`config.mk`:
```
export PLATFORM = sky130hd
export DESIGN_NAME = cacheline_mem_adaptor
export DESIGN_NICKNAME = d
export VERILOG_FILES = /design/src/rtl/mem_adaptor_pkg.sv /design/src/rtl/beat_counter.sv /design/src/rtl/cacheline_mem_adaptor.sv
export SDC_FILE = /design/constraint.sdc
export NUM_CORES = 1
export LEC_CHECK = 0
export CAP_MARGIN = 20
export CORE_AREA = 3 3 302 304
export CTS_CLUSTER_SIZE = 28
export DETAILED_ROUTE_END_ITERATION = 8
export DIE_AREA = 0 0 305 307
export SLEW_MARGIN = 40
export SYNTH_ARGS = -nofsm -noshare
export SYNTH_HDL_FRONTEND = slang
export SYNTH_SLANG_ARGS = --single-unit
export TNS_END_PERCENT = 50
```
`constraint.sdc`:
```
create_clock -name clk -period 3.6 [get_ports clk]
set_clock_uncertainty 0.2 [all_clocks]
set_input_delay 0.72 -clock clk [delete_from_list [all_inputs] [get_ports clk]]
set_output_delay 0.72 -clock clk [all_outputs]
set_load 0.02 [all_outputs]
```
`src/rtl/mem_adaptor_pkg.sv`:
```
// Shared types and constants for the cache-line to memory-burst adaptor.
package mem_adaptor_pkg;

  localparam int BEAT_W      = 64;
  localparam int BURST_LEN   = 4;
  localparam int LINE_W      = BEAT_W * BURST_LEN;
  localparam int OFFSET_BITS = 5;
  localparam int ADDR_W      = 32;

  typedef logic [BEAT_W-1:0] beat_t;
  typedef logic [LINE_W-1:0] line_t;

  typedef enum logic [1:0] {
    IDLE,
    RD,
    WR,
    DONE
  } adaptor_state_t;

  // Clears the byte-offset bits so the burst always starts on a line boundary.
  function automatic logic [ADDR_W-1:0] align_addr(input logic [ADDR_W-1:0] addr);
    return addr & ~ADDR_W'((1 << OFFSET_BITS) - 1);
  endfunction

endpackage

```
`src/rtl/beat_counter.sv`:
```
// Modulo-BURST_LEN beat index with increment, clear and last-beat flag.
module beat_counter #(
  parameter int BURST_LEN = 4,
  localparam int CNT_BITS = (BURST_LEN > 1) ? $clog2(BURST_LEN) : 1
) (
  input  logic                clk,
  input  logic                rst,
  input  logic                clr,
  input  logic                inc,
  output logic [CNT_BITS-1:0] count,
  output logic                last
);

  localparam logic [CNT_BITS-1:0] LAST_VAL = CNT_BITS'(BURST_LEN - 1);

  assign last = (count == LAST_VAL);

  // Advance on each handshake, wrapping after the final beat of the burst.
  always_ff @(posedge clk) begin
    if (rst || clr) begin
      count <= '0;
    end else if (inc) begin
      count <= last ? '0 : count + 1'b1;
    end
  end

endmodule

```
`src/rtl/cacheline_mem_adaptor.sv`:
```
// Splits one cache-line fill/writeback into a burst of memory beats.
module cacheline_mem_adaptor #(
  parameter int BEAT_W    = 64,
  parameter int BURST_LEN = 4,
  parameter int CNT_W     = 32
) (
  input  logic                        clk,
  input  logic                        rst,
  input  logic [31:0]                 line_addr,
  input  logic                        line_read,
  input  logic                        line_write,
  input  logic [BEAT_W*BURST_LEN-1:0] line_wdata,
  output logic [BEAT_W*BURST_LEN-1:0] line_rdata,
  output logic                        line_resp,
  output logic [31:0]                 mem_address,
  output logic                        mem_read,
  output logic                        mem_write,
  output logic [BEAT_W-1:0]           mem_wdata,
  input  logic [BEAT_W-1:0]           mem_rdata,
  input  logic                        mem_resp,
  output logic [CNT_W-1:0]            num_xfers,
  output logic [CNT_W-1:0]            num_busy
);

  import mem_adaptor_pkg::*;

  localparam int LINE_W   = BEAT_W * BURST_LEN;
  localparam int CNT_BITS = (BURST_LEN > 1) ? $clog2(BURST_LEN) : 1;

  adaptor_state_t      state;
  adaptor_state_t      next_state;
  logic [CNT_BITS-1:0] beat;
  logic                last_beat;
  logic                beat_inc;
  logic                beat_clr;
  logic [LINE_W-1:0]   wdata_buf;

  assign mem_read  = (state == RD);
  assign mem_write = (state == WR);
  assign line_resp = (state == DONE);
  assign mem_wdata = (state == WR) ? wdata_buf[int'(beat)*BEAT_W +: BEAT_W] : '0;
  assign beat_inc  = mem_resp && ((state == RD) || (state == WR));
  assign beat_clr  = (state == DONE);

  beat_counter #(.BURST_LEN(BURST_LEN)) u_beat_counter (
    .clk   (clk),
    .rst   (rst),
    .clr   (beat_clr),
    .inc   (beat_inc),
    .count (beat),
    .last  (last_beat)
  );

  // State register; reset abandons any burst in flight.
  always_ff @(posedge clk) begin
    if (rst) begin
      state <= IDLE;
    end else begin
      state <= next_state;
    end
  end

  // Writes take priority over reads; a burst ends on the last beat's handshake.
  always_comb begin
    next_state = state;
    case (state)
      IDLE: begin
        if (line_write) begin
          next_state = WR;
        end else if (line_read) begin
          next_state = RD;
        end
      end
      RD, WR: begin
        if (mem_resp && last_beat) begin
          next_state = DONE;
        end
      end
      DONE:    next_state = IDLE;
      default: next_state = IDLE;
    endcase
  end

  // Capture the request only at acceptance so later input changes are ignored.
  always_ff @(posedge clk) begin
    if (rst) begin
      mem_address <= '0;
      wdata_buf   <= '0;
    end else if (state == IDLE) begin
      if (line_write) begin
        mem_address <= align_addr(line_addr);
        wdata_buf   <= line_wdata;
      end else if (line_read) begin
        mem_address <= align_addr(line_addr);
      end
    end
  end

  // Assemble the fill line one beat at a time; old contents persist otherwise.
  always_ff @(posedge clk) begin
    if (rst) begin
      line_rdata <= '0;
    end else if ((state == RD) && mem_resp) begin
      line_rdata[int'(beat)*BEAT_W +: BEAT_W] <= mem_rdata;
    end
  end

  // Performance counters: busy cycles and completed transactions, free-running.
  always_ff @(posedge clk) begin
    if (rst) begin
      num_busy  <= '0;
      num_xfers <= '0;
    end else begin
      if (state != IDLE) begin
        num_busy <= num_busy + 1'b1;
      end
      if (state == DONE) begin
        num_xfers <= num_xfers + 1'b1;
      end
    end
  end

endmodule

```
=== After elaboration in Yosys (flattened, before gate mapping) ===
Index checks and enable logic that the tools add are counted.

* $add $sub $neg: 4
* Multipliers: 0
* Divide/modulo/power cells: 0
* $lt $le $gt $ge: 0
* Equality and inequality tests: 6
* Shift-type cells: 3
* Multiplexer cells: 9
* Bitwise logic cells: 0
* Reductions and logical operators: 12

{| class="wikitable"
|+ Operators with widths
! kind !! count
|-
| bitwise mux 256 bit || 1
|-
| variable shift 64 x 33 -> 256 bit, first input constant || 1
|-
| indexed part select 256 x 9 -> 64 bit || 1
|-
| indexed part select 64 x 33 -> 256 bit || 1
|-
| adder 32 x 1 -> 32 bit, second input constant || 2
|-
| two-way mux 32 bit || 2
|-
| two-way mux 64 bit || 1
|-
| negation 8 -> 33 bit || 1
|-
| two-way mux 2 bit || 4
|-
| equality test 2 bit, second input constant || 3
|-
| one-hot mux 2 bit (3 select lines) || 1
|-
| AND reduction 2 bit || 3
|-
| nonzero test 2 bit || 2
|-
| logical AND 1 bit || 3
|-
| != test 3 bit, second input constant || 1
|-
| adder 2 x 1 -> 2 bit, second input constant || 1
|-
| equality test 2 x 1 -> 1 bit, second input constant || 1
|-
| logical NOT 2 bit || 1
|-
| logical OR 1 bit || 2
|-
| != test 2 bit, second input constant || 1
|-
| OR reduction 2 bit || 1
|}

* Bits in registers: 612
* Latch bits: 0
* Bits in writable memories: 0
* Bits in read-only memories: 0
* Input bits: 357
* Output and inout port bits: 419
* Logic and storage cells: 41
* Memories: 0

=== Longest topological paths before layout ===
Gate-level depths: netlist (run 1).

* Word-level depth: 4
* Gate-level depth with buffers: 10
* Mapped depth without buffers: 6

=== Hierarchy ===
From an unflattened synthesis (run 1), not the netlist that was laid out.

* Cell total of the unflattened synthesis: 2658
* Area, all modules: 23448.7 µm²

{| class="wikitable"
|+ Modules (own cells, without submodules)
! module !! times used !! cells each !! area each (µm²) !! sequential area each (µm²)
|-
| cacheline_mem_adaptor || 1 || 2650 || 23353.6 || 12111.6
|-
| beat_counter || 1 || 8 || 95.1 || 40.0
|}

=== Worst setup path before layout (run 1) ===
No wires, ideal clock.

* Kind: flip-flop to flip-flop
* Start point: register u_beat_counter.count[1]
* End point: register line_rdata[100]
* Setup time: 0.065 ns
* Arrival time: 2.753 ns
* Required time: 3.335 ns
* Slack: 0.582 ns
* Cell stages (with the launch flop): 10
* Buffers on the path: 3
* Clock period less this slack: 3.018 ns
* Path through: dfxtp_1 > clkbuf_1 > clkbuf_1 > inv_1 > ha_1 > inv_1 > nor4_1 > clkbuf_1 > a22oi_1 > nor2_1

* Cells in the longest elaborated chain, start to end: 3
* Elaborated cells between the ends (all ways): 4
* Those cells by class: 1 x add/sub; 2 x shift; 1 x mux

{| class="wikitable"
|+ RTL lines
! item !! RTL line !! source
|-
| start: declaration || beat_counter.sv:10 || <nowiki>output logic [CNT_BITS-1:0] count,</nowiki>
|-
| start signal: assignment || beat_counter.sv:23 || <nowiki>count <= last ? '0 : count + 1'b1;</nowiki>
|-
| negation 8 -> 33 bit * || cacheline_mem_adaptor.sv:104 || <nowiki>line_rdata[int'(beat)*BEAT_W +: BEAT_W] <= mem_rdata;</nowiki>
|-
| indexed part select 64 x 33 -> 256 bit or variable shift 64 x 33 -> 256 bit (tied branches) || cacheline_mem_adaptor.sv:104 ||
|-
| bitwise mux 256 bit * || cacheline_mem_adaptor.sv:104 ||
|-
| end signal: indexed assignment || cacheline_mem_adaptor.sv:104 ||
|-
| end: declaration || cacheline_mem_adaptor.sv:13 || <nowiki>output logic [BEAT_W*BURST_LEN-1:0] line_rdata,</nowiki>
|}

Mark *: on every way between the ends. The rest lies on a longest branch, timed or not.
A chain may end at the register's enable or synchronous reset.

=== Worst setup path after layout (run 1) ===
* Start point: register u_beat_counter.count[0]
* End point: output port mem_wdata[52]

* Cells in the longest elaborated chain, start to end: 2

{| class="wikitable"
|+ RTL lines
! item !! RTL line !! source
|-
| indexed part select 256 x 9 -> 64 bit || cacheline_mem_adaptor.sv:41 || <nowiki>assign mem_wdata = (state == WR) ? wdata_buf[int'(beat)*BEAT_W +: BEAT_W] : '0;</nowiki>
|-
| two-way mux 64 bit || cacheline_mem_adaptor.sv:41 ||
|-
| end: declaration || cacheline_mem_adaptor.sv:18 || <nowiki>output logic [BEAT_W-1:0] mem_wdata,</nowiki>
|}

Every way passes these cells.

==> flow_summary.toml, run 1 <==
[route]
vias = 22220
ant_nets = 0
wirelength_um = 94250
vias_per_cell = 4.848
wire_per_inst_um = 20.57
drc = 0
drtIter0Drc = 1588
firstDrtPassIters = 8

[power]
internal_power_w = 0.01386
power_w = 0.01980
combPwrFrac = 0.229
p_sw_frac = 0.2999
power_density_nw_per_um2 = 563.5
p_switching_w = 0.005938
leakage_nw = 12.25
p_seq_frac = 0.395
irDropWorstVdd_mv = 0.3970
pwr-share-clk = 0.376

[logic_synthesis]
yosysSeqAreaShare = 0.5202
avgSynthCellArea_um2 = 8.801
synthTopCellsByArea = "dfxtp_1 (52%), nand2_1 (9.5%), a22oi_1 (8.2%), a21oi_1 (6.9%), mux4_2 (6.2%)"
async_flop_share = 0
yosysTopAreaCell = "dfxtp_1"
post_synth_num_cell_types = 40
yosysWarnings = 0
synth-seq-cells = 607
syn-cell-area_um2 = 23360
syn_inst = 2654
synth.top_cell.area_share = 0.5202
synth-edff-count = 0
synth_ff_type = "dfxtp_1"

[clock_network]
cts_tree = "built"
ctsRootBufferMaster = "clkbuf_16"
cts_buffers = 72
cts.clk_slew.worst_paths_ps = 60
cts_sinks = 607
cts.path.max_buffers = 3
insertion_delay_ps = 600
cts_max_level = 3

[finish]
nNetsFinal = 3719
area_delta_synth_final_pct = 50.45
multi_input_area_um2 = 10410
fill_cells = 8846
finalInstanceArea_um2 = 35140
drive_gt1_frac = 0.08458
layout_common_cells = "clkdlybuf4s50_1 (762), dfxtp_1 (605), nand2_1 (589)"
fin_cells = 4583
final-seq-area_um2 = 12160
final_common_cell = "clkdlybuf4s50_1"

[timing]
setup_tns_ps = 0
fmax_mhz = 284.4
fin_crit_sh = 0.9768
slew_headroom = 0.5368
rsz0062_at_grt = "false"
final.min_clock_period_ps = 3517
worstMarginPinSlew_ps = 689.1
finalMaxSlewViolations = 0
setup_viol = 0
hold_viol = 0

[global_routing]
grt_overflow = 0
grt_pass1_vias = 21620
antenna_found_initial = 17
grt_first_pass_wirelength_um = 138400
gr-usage-all-layers = 0.1912
grt_max_degree = 82

[floorplan]
die_h_um = 307
num_rows = 109
die_area_um2 = 93640
initial_core_util = 0.2639
coreArea_um2 = 88510
dieWidth_um = 305
io_pins = 776

[setup_path]
worstPathRequired_ps = 2680
cp-end-kind = "output pin"
ff2ff_setup_slack_ps = 820
startpoint_type = "register"
reg2reg_depth = 8
crit_path_end = "mem_wdata[52]"
rr_startpoint = "u_beat_counter.count[1]$_SDFFE_PP0P_"
crit_start = "u_beat_counter.count[0]$_SDFFE_PP0P_"
path_class = "register to output pin"
r2r-end = "line_rdata[185]$_SDFFE_PP0P_"
worst-path-max-fanout = 16
crit_arrival_ps = 2600

[placement]
place_inst = 4435
dpl_cell_area_um2 = 32580
place.gp.congestion = 0.8486
dp_hpwl_um = 66590
portBuffers = 765

[job]
drv_cap = 0

[run_status]
outcome = "finished clean"

[min_path]
worstHoldPathType = "register to register"
[kinds of logic (layout without fill, tap and decap cells)]
family | count (synthesis) | in the layout | synth area share
xor gates and xnor gates | 20 | 20 | 0.007499
other | 1 | 18 | 0.0001605
AOI/OAI and AO/OA | 620 | 620 | 0.1625
DFF | 607 | 607 | 0.5202
muxes | 73 | 73 | 0.06572
buffers and inverters | 237 | 984 | 0.03964
and+or+nand+nor | 1084 | 1084 | 0.1978
adders and majority gates | 12 | 12 | 0.006428
[routing by layer]
layer,track usage,up-vias,part of all wire
met2,0.3057,818,0.46
met1,0.2368,10670,0.41
met4,0.07808,2,0.035
met3,0.06412,166,0.092
li1,-,10560,-
met5,0,-,0.00014
[metrics by stage]
step	utilization	worst slack [ps]	hold slack [ps]
floorplan	-	581.6	233.1
global placement	0.3678	528.3	239.1
detailed placement	0.3681	521.8	243.1
CTS	0.3967	10.68	251.3
global route	0.3969	4.051	270.4
finish	0.3971	83.43	250.9
[power by group through the flow]
stage	logic (W)	clock network [W]	registers, W
after floorplan	0.00238	0	0.00801
final	0.00454	0.00744	0.00782
after CTS	0.00459	0.00767	0.00782
after global routing	0.00493	0.00790	0.00790
after detailed placement	0.00447	0	0.00800
after global placement	0.00445	0	0.00797
[synth_stat cells, types with 16 or more instances]
| master | n |
|---|---|
| a21oi_1 | 324 |
| a22oi_1 | 255 |
| and2_1 | 67 |
| buf_1 | 17 |
| clkbuf_1 | 187 |
| dfxtp_1 | 607 |
| mux4_2 | 64 |
| nand2_1 | 590 |
| nand3_1 | 26 |
| nand4_1 | 20 |
| nor2_1 | 289 |
| o21ai_0 | 19 |
| o31ai_1 | 18 |
| or3_1 | 16 |
| or4_1 | 23 |
[final cells by class]
cell class                      count  share of cell area
Sequential cell                   607              0.3460
Inverter                           14            0.001495
Multi-Input combinational cell   1814              0.2962
Clock inverter                     25            0.008224
Timing Repair Buffer              841              0.2441
Antenna cell                       13           0.0009257
Clock buffer                      104             0.06156
Tap cell                         1165             0.04148
[sequential cells by signal, indices dropped and copies added (netlist names)]
signal and count:
state 2, num_busy 32, u_beat_counter.count 2, wdata_buf 256
mem_address 27, num_xfers 32, line_rdata 256
[what timing repair did]
item,CTS,global route
setup endpoints to repair,64,1
hold buffers,0,0
cloned,0,0
endpoints found under the hold margin,0,0
gates resized for setup,2,1
buffers inserted,6,0
pin swaps,0,0
[worst max-delay path, cell delays in order, from the launching register on]
cell and delay [ps]:
dfxtp_4 370, buf_12 130, buf_12 180, mux4_2 520
and2_1 200, clkdlybuf4s50_1 560
[worst min-delay path by stage]
stage | from | to | slack (ps) | depth (start not counted)
3_3_place_gp | wdata_buf[130]$_SDFFE_PP0P_ | wdata_buf[130]$_SDFFE_PP0P_ | 240 | 2
2_1_floorplan | wdata_buf[128]$_SDFFE_PP0P_ | wdata_buf[128]$_SDFFE_PP0P_ | 230 | 2
6_report | wdata_buf[157]$_SDFFE_PP0P_ | wdata_buf[157]$_SDFFE_PP0P_ | 250 | 2
4_1_cts | wdata_buf[137]$_SDFFE_PP0P_ | wdata_buf[137]$_SDFFE_PP0P_ | 250 | 2
5_1_grt | wdata_buf[206]$_SDFFE_PP0P_ | wdata_buf[206]$_SDFFE_PP0P_ | 270 | 2
3_5_place_dp | wdata_buf[137]$_SDFFE_PP0P_ | wdata_buf[137]$_SDFFE_PP0P_ | 240 | 2
(Power assumes the default switching activity.)
==> inputs of run 2 (changes only) <==
--- a/config.mk
+++ b/config.mk
@@ -14,4 +14,3 @@
 export SYNTH_ARGS = -nofsm -noshare
 export SYNTH_HDL_FRONTEND = slang
 export SYNTH_SLANG_ARGS = --single-unit
-export TNS_END_PERCENT = 50
==> results of run 2 <==
Same layout as run 1: the final DEF is identical, and so are final timing and power.
==> inputs of run 3 (changes only) <==
--- a/config.mk
+++ b/config.mk
@@ -6,10 +6,14 @@
 export NUM_CORES = 1
 export LEC_CHECK = 0
 export CAP_MARGIN = 20
-export CORE_AREA = 3 3 302 304
+export CELL_PAD_IN_SITES_DETAIL_PLACEMENT = 2
+export CELL_PAD_IN_SITES_GLOBAL_PLACEMENT = 2
+export CORE_ASPECT_RATIO = 1.1
+export CORE_MARGIN = 3
+export CORE_UTILIZATION = 26
 export CTS_CLUSTER_SIZE = 28
 export DETAILED_ROUTE_END_ITERATION = 8
-export DIE_AREA = 0 0 305 307
+export PLACE_DENSITY_LB_ADDON = 0.1
 export SLEW_MARGIN = 40
 export SYNTH_ARGS = -nofsm -noshare
 export SYNTH_HDL_FRONTEND = slang
==> run 3 against run 2 <==
Cell area is 0.74% lower. Fmax is 0.79% higher. Flip-flop and latch count stayed put. First-iteration DRC count is 37% lower. Sequential share of layout area is 0.26 points higher. Non-clock buffer count is 24 lower. Combinational power hardly changed. Utilization is 0.26 points lower. Hold slack worse by 16 ps. Routed wire length is 21% higher.
==> flow_summary.toml, run 3 (synthesized netlist as in run 1, its figures left out) <==
[placement]
portBuffers = 765
place_worst_setup_slack_ps = 503.5
place.gp.congestion = 0.8279
dp_hpwl_um = 82420
dpl_cell_area_um2 = 32450

[power]
leakage_nw = 12.15
power_density_nw_per_um2 = 565.1
irDropWorstVdd_mv = 0.3420

[clock_network]
ctsRootBufferMaster = "clkbuf_16"
cts_max_level = 3
cts.clk_slew.worst_paths_ps = 60
cts_buffers = 74
cts_sinks = 607
cts_tree = "built"
insertion_delay_ps = 610
cts.path.max_buffers = 3

[global_routing]
antenna_found_initial = 39
grt_first_pass_wirelength_um = 168000
grt_overflow = 0
gr-usage-all-layers = 0.2363
grt_pass1_vias = 25270
grt_max_degree = 102

[finish]
fill_cells = 9662
multi_input_area_um2 = 10390
nNetsFinal = 3697
layout_common_cells = "clkdlybuf4s50_1 (756), dfxtp_1 (605), nand2_1 (589)"
final_common_cell = "clkdlybuf4s50_1"
final_util = 0.3945
biggestRegsByFlops = "line_rdata x256, wdata_buf x256"
area_delta_synth_final_pct = 49.34
finalInstanceArea_um2 = 34880
final-seq-area_um2 = 12160
drive_gt1_frac = 0.07335

[route]
drtIter0Drc = 999
ant_nets = 0
wirelength_um = 113900
firstDrtPassIters = 5
drc = 0
wire_per_inst_um = 24.94
vias_per_cell = 5.025
vias = 22940

[setup_path]
reg2reg_depth = 9
crit_arrival_ps = 2570
path_class = "register to output pin"
startpoint_type = "register"
r2r-end = "line_rdata[176]$_SDFFE_PP0P_"
cp-end-kind = "output pin"
rr_startpoint = "u_beat_counter.count[1]$_SDFFE_PP0P_"
worstPathRequired_ps = 2680
cpPeakStageDelay_ps = 570
critPathSlowestCell = "clkdlybuf4s50_1"
crit_cells = 4
path_cells = "buf_4, mux4_2, and2_1, clkdlybuf4s50_1"
ff2ff_setup_slack_ps = 620
crit_start = "u_beat_counter.count[0]$_SDFFE_PP0P_"
crit_path_end = "mem_wdata[28]"
critPathBufInv = 2
critPathTopFamily = "buffers and inverters"
worst-path-max-fanout = 6

[floorplan]
initial_core_util = 0.2641
die_area_um2 = 93480
num_rows = 114
io_pins = 776
die_h_um = 320.4
coreArea_um2 = 88430
dieWidth_um = 291.8

[timing]
hold_viol = 0
setup_tns_ps = 0
final.min_clock_period_ps = 3489
setup_viol = 0
fin_crit_sh = 0.9692
worstMarginPinSlew_ps = 760.6
rsz0062_at_grt = "false"
slew_headroom = 0.4883
worst_slack_ps = 110.9
fmax_mhz = 286.6
finalMaxSlewViolations = 0

[min_path]
min_delay_path_depth = 2
worstHoldPathType = "input pin to register"

[run_status]
outcome = "finished clean"

[job]
drv_cap = 0
[run 3: changes by cell type in the layout (fill, tap and decap cells not counted), sizes merged]
cell,previous run,this run
clkdlybuf4s50,762,756
dlymetal6s2s,1,4
inv,14,21
clkinvlp,5,0
diode,13,24
clkinv,17,7
dlygate4sd2,1,4
clkbuf,104,112
buf,77,53
[run 3: power breakdown]
part | internal [W] | switching, W | leakage [nW]
Combinational | 0.00197 | 0.00260 | 6.08
Sequential | 0.00742 | 0.000414 | 4.93
Clock | 0.00429 | 0.00301 | 1.14
Total | 0.0137 | 0.00603 | 12.2
[run 3: worst min path at each step]
stage,startpoint,end,slack [ps]
after floorplan,wdata_buf[128]$_SDFFE_PP0P_,wdata_buf[128]$_SDFFE_PP0P_,230
after global placement,wdata_buf[158]$_SDFFE_PP0P_,wdata_buf[158]$_SDFFE_PP0P_,240
after detailed placement,wdata_buf[210]$_SDFFE_PP0P_,wdata_buf[210]$_SDFFE_PP0P_,250
after CTS,rst,num_busy[11]$_SDFFE_PP0P_,190
after global routing,rst,num_busy[11]$_SDFFE_PP0P_,230
final,rst,num_busy[11]$_SDFFE_PP0P_,240
[run 3: layout make-up]
| cell class | count | area share |
|---|---|---|
| repair buffers | 817 | 0.2423 |
| clock inverters | 17 | 0.005739 |
| clock buffers | 112 | 0.06090 |
| inverters | 14 | 0.001506 |
| multi-input cells | 1814 | 0.2977 |
| diodes | 24 | 0.001722 |
| flip-flops and latches | 607 | 0.3486 |
| well taps | 1160 | 0.04161 |
[run 3: repair_timing]
action                                 in CTS  in global routing
endpoints found under the hold margin       0                  0
setup buffers                               3                  0
setup endpoints to repair                  60                  4
pin swaps                                   0                  0
gates resized for setup                     4                  4
hold buffers                                0                  0
[run 3: layer usage]
| layer | GRT usage | part of all wire |
|---|---|---|
| met1 | 0.2615 | 0.39 |
| met2 | 0.4080 | 0.49 |
| met3 | 0.08559 | 0.082 |
| met4 | 0.1027 | 0.039 |
| met5 | 0 | 0.0016 |
[run 3: through the flow]
stage | power (W) | hold slack [ps] | std cells
floorplan | 0.01039 | 233.1 | 2658
global placement | 0.01239 | 238.8 | 4407
detailed placement | 0.01261 | 247.9 | 4409
CTS | 0.02009 | 194.6 | 4541
global route | 0.02081 | 225.6 | 4554
finish | 0.01971 | 235.2 | 4565
